### config.mk
export PLATFORM = sky130hd
export DESIGN_NAME = adder4a
export DESIGN_NICKNAME = d
export VERILOG_FILES = /design/src/rtl/adder4a.sv
export SDC_FILE = /design/constraint.sdc
export NUM_CORES = 1
export LEC_CHECK = 0
export ABC_CLOCK_PERIOD_IN_PS = 800
export BUFFER_PORTS_ARGS = -buffer_cell sky130_fd_sc_hd__buf_4
export CORE_AREA = 2 2 39 41
export CTS_BUF_LIST = sky130_fd_sc_hd__clkbuf_4 sky130_fd_sc_hd__clkbuf_8
export CTS_CLUSTER_DIAMETER = 30
export DETAILED_ROUTE_END_ITERATION = 16
export DIE_AREA = 0 0 41 43
export GPL_ROUTABILITY_DRIVEN = 0
export SYNTH_ARGS = -nofsm -noshare
export SYNTH_HDL_FRONTEND = slang
export SYNTH_SLANG_ARGS = --single-unit
### constraint.sdc
create_clock -name clk -period 0.8 [get_ports clk]
set_clock_uncertainty 0.05 [all_clocks]
set_input_delay 0.08 -clock clk [delete_from_list [all_inputs] [get_ports clk]]
set_output_delay 0.08 -clock clk [all_outputs]
set_load 0.03 [all_outputs]
### src/rtl/adder4a.sv
// Registered 4-bit two-level carry-lookahead adder with group generate/propagate outputs.
// Optional signed-overflow output ovf is built when ADDER4A_OVF_EN is defined.
module adder4a (
  input  logic       clk,
  input  logic       rst_n,
  input  logic [3:0] a,
  input  logic [3:0] b,
  output logic [3:0] s,
  output logic       c4,
  output logic       gg,
  output logic       gp
`ifdef ADDER4A_OVF_EN
  ,
  output logic       ovf
`endif
);

  logic [3:0] g;
  logic [3:0] p;
  logic [4:0] c;
  logic [3:0] s_d;
  logic       gg_d;
  logic       gp_d;

  logic [3:0] s_q;
  logic       c4_q;
  logic       gg_q;
  logic       gp_q;

  always_comb begin
    g = a & b;
    p = a ^ b;
    // Flattened lookahead; every carry is two gate levels from g/p, carry-in is 0.
    c[0] = 1'b0;
    c[1] = g[0];
    c[2] = g[1] | (p[1] & g[0]);
    c[3] = g[2] | (p[2] & g[1]) | (p[2] & p[1] & g[0]);
    c[4] = g[3] | (p[3] & g[2]) | (p[3] & p[2] & g[1]) | (p[3] & p[2] & p[1] & g[0]);
    s_d  = p ^ c[3:0];
    gg_d = c[4];
    gp_d = &p;
  end

  always_ff @(posedge clk or negedge rst_n) begin
    if (!rst_n) begin
      s_q  <= 4'b0000;
      c4_q <= 1'b0;
      gg_q <= 1'b0;
      gp_q <= 1'b0;
    end else begin
      s_q  <= s_d;
      c4_q <= c[4];
      gg_q <= gg_d;
      gp_q <= gp_d;
    end
  end

  assign s  = s_q;
  assign c4 = c4_q;
  assign gg = gg_q;
  assign gp = gp_q;

`ifdef ADDER4A_OVF_EN
  logic ovf_q;

  always_ff @(posedge clk or negedge rst_n) begin
    if (!rst_n) begin
      ovf_q <= 1'b0;
    end else begin
      ovf_q <= c[4] ^ c[3];
    end
  end

  assign ovf = ovf_q;
`endif

endmodule

Yosys cells after proc, flatten, opt, wreduce, memory -nomap -nowiden:

Index checks and enable logic that the tools add are counted.

* bitwise logic cells: 18
* reduce and logical (&&, ||, !) cells: 1

Operators with widths (number)
* AND 1 bit: 9
* XOR 4 bit: 2
* OR 1 bit: 6
* AND 4 bit: 1
* AND reduction 4 bit: 1

* logic and storage cells: 22
* output and inout port bits: 7
* input port bits: 10
* flip-flop bits (word level): 6

Logic depth before layout (Yosys ltp):

* depth in word-level cells: 5
* mapped depth: 4
* depth with buffers taken out: 4

Worst setup path after synthesis:

Ideal clock, no wire load.

* path type: input -> register
* start: input a[2]
* end: register c4_q (netlist: c4)
* buffers on the path: 0
* arrival time: 0.776 ns
* setup slack: -0.144 ns
* stages: 4
* required time: 0.632 ns
* setup time: 0.118 ns
* cells stage by stage: ha_1 > a21oi_1 > nand2_1 > a21o_1

* cells in the longest elaborated chain, start to end: 5
* elaborated cells on any way between the ends: 10
* those cells by class: 10 x bitwise

Ends and longest elaborated chain
* start, declared: RTL line 6 `input logic [3:0] a,`
* AND 4 bit or XOR 4 bit (tied branches): RTL line 31, 32
* AND 1 bit: RTL line 38 `c[4] = g[3] | (p[3] & g[2]) | (p[3] & p[2] & g[1]) | (p[3] & p[2] & p[1] & g[0]);`
* OR 1 bit or AND 1 bit (tied branches) (2 in a row): RTL line 38
* OR 1 bit *: RTL line 38
* named net gg_d: RTL line 22 `logic gg_d;`
* end signal, assigned: RTL line 52 `c4_q <= c[4];`
* end, declared: RTL line 26 `logic c4_q;`

Mark *: on every way through the listed nets, which the timed path passes. The rest lies on a longest branch.

Worst setup path after layout:

* start: register c4_q (netlist: c4)
* end: output c4

RTL lines
* end, declared: RTL line 9 `output logic c4,`

No word-level cell between the ends.

==> flow_summary.ini <==
[clock_network]
cts_tree = yes
cts.path.max_buffers = 2
clkTransAtPathRegs_ps = 50
htreeDepth = 1
numCtsBuffers = 3
root_buffer = clkbuf_4
clock_sinks = 6

[drt]
drtAntennaViolNets = 0
drt_iter0_drc = 1
drtPass1Iterations = 4
wl_per_cell_um = 8.426
drt_wl_total_um = 514
num_vias = 244
m1WireLength_um = 190
route.met2.wl_um = 259
wl_met3_um = 63
drc = 0
vias_per_cell = 4.000
routed.top_layer = met3

[setup_path]
crit_arrival_ps = 790
cpPeakStageDelay_ps = 410
required_ps = 670
critPathCaptureType = output pin
worst-setup-path-type = register to output pin
start_kind = register
critPathBufInv = 1
crit_path_max_fanout = 2
path_cells = buf_6
critPathLaunch = c4
crit_slowest_cell = dfrtp_2
critPathTopFamily = flip-flops

[global_routing]
grt_pass1_vias = 240
grt_pass1_wl_um = 938
grt_max_degree = 7
antenna_found_initial = 0
grtUsageTotal_pct = 8.165
grt_overflow = 0

[sta]
rsz0062_at_grt = true
setup_viol = 7
relSlewSlack_pct = 92.61
maxSlewViolCount = 0
setup_slack_ps = -119.7
hold_slack_ps = 25.36
tightestPinTransition_ps = 110.0
period_share_pct = 115.0
fmax_mhz = 1087
hold_viol_final = 0
fin_crit_ps = 919.7

[power]
p_total_mw = 1.046
powerDensity_nw_per_um2 = 1909
peakVddDrop_v = 0.0004567
leakage_nw = 0.2732

[synth]
synth_most_common_cell = dfrtp_1
synth_top_family_by_area = adder cells
yosys.area.top_type = dfrtp_1
async_reset_ff_share_pct = 100.0
synth_nets = 38
synthTopCellsByArea = dfrtp_1 (52%), ha_1 (17%), fa_1 (6.9%), inv_1 (5.2%), and4_2 (3.4%)
postSynthCellCount = 23
synth_top_cells_by_count = dfrtp_1 (6), ha_1 (4), inv_1 (4)
synth_seq_cells = 6
yosysWarnings = 0
synth-compound-area-share_pct = 4.292
synth-xor-area-share_pct = 6.009
yosysUniqueCellTypes = 12
synth_mux_area_share_pct = 0
synth_edf_count = 0
synthAdderAreaFrac_pct = 24.03
ys_seq_area_share_pct = 51.50
synth_area_per_cell_um2 = 12.68
synth_top_flop_cell = dfrtp_1
synth-simple-area-share_pct = 6.438
netlist_area_um2 = 291.5
synth_top_area_share_pct = 51.50

[finish]
fin_area_um2 = 548.0
area_delta_synth_final_pct = 87.98
nNetsFinal = 61
n_antenna_cell = 0
n_fill_cell = 150
fin_cells = 61
drive_gt1_share_pct = 66.67

[die]
rows = 14
core_area_um2 = 1384
die_h_um = 43
start_util_pct = 21.07
dieWidth_um = 41
die-area_um2 = 1763
io_pins = 17

[hold_path]
min_from = a[0]
hold_class = input port to register

[flow_run]
max_cap_viol_count = 0

[run_status]
status = finished with violations
violations = setup timing

[placed_design]
port_buffers = 16
pre_cts_ws_ps = -244.2
dpl_cell_area_um2 = 464.2
dp_cells = 55
[layout by cell type, fill, tap and decap left out, drive strengths merged]
master        n
buf          18
dfrtp         6
clkbuf        4
inv           4
ha            4
xnor2         1
nand3         1
a21oi         1
nand2         1
a21o          1
xor2          1
and4          1
fa            1
dlygate4sd3   1
[path summary, 6_finish.rpt]
path / to / slack (ps) / cells past startpoint
worst max-delay path: c4 / -120 / 1
worst min-delay path: s[0] / 30 / 2
max in group asynchronous: c4 / 440 / 2
min in group asynchronous: c4 / 140 / 2
[final cells by class]
type                            count  area (um2)  area share (%)
Timing Repair Buffer               19       178.9           32.65
Multi-Input combinational cell     12       152.6           27.85
Sequential cell                     6       151.4           27.63
Clock buffer                        4       30.03           5.479
Tap cell                           16       20.02           3.653
Inverter                            4       15.01           2.740
[repair_timing]
item,CTS,global route
hold buffers,1,0
pin swaps,0,2
buffers inserted,0,1
resized for setup,7,3
hold endpoints to repair,6,0
endpoints found under the setup margin,7,9
[sequential cells by signal, summed over array words and instances, names as in the netlist]
register,flops
s,4
gp,1
c4,1
[where the power goes]
part / internal [mW] / switching, mW
Clock: 0.222 / 0.104
Combinational: 0.180 / 0.174
Sequential: 0.346 / 0.0200
[cells by family after synthesis]
kind of cell,Yosys count
compound gates,2
xor+xnor,2
fa+ha+maj,5
buf+inv,5
flops,6
simple gates,3
[stage by stage]
| step | utilization [%] | setup TNS [ps] |
|---|---|---|
| global route | 39.60 | -748.1 |
| detailed placement | 33.54 | -917.9 |
| floorplan | - | -178.6 |
| finish | 39.60 | -589.0 |
| CTS | 38.34 | -660.9 |
| global placement | 33.54 | -894.8 |
[per-layer routing]
layer,vias to the layer above,global-route usage [%]
li1,116,-
met1,113,9.121
met2,15,11.88
met3,0,1.571
met4,0,8.000
met5,-,0
Power figures use the tool's default switching activity.
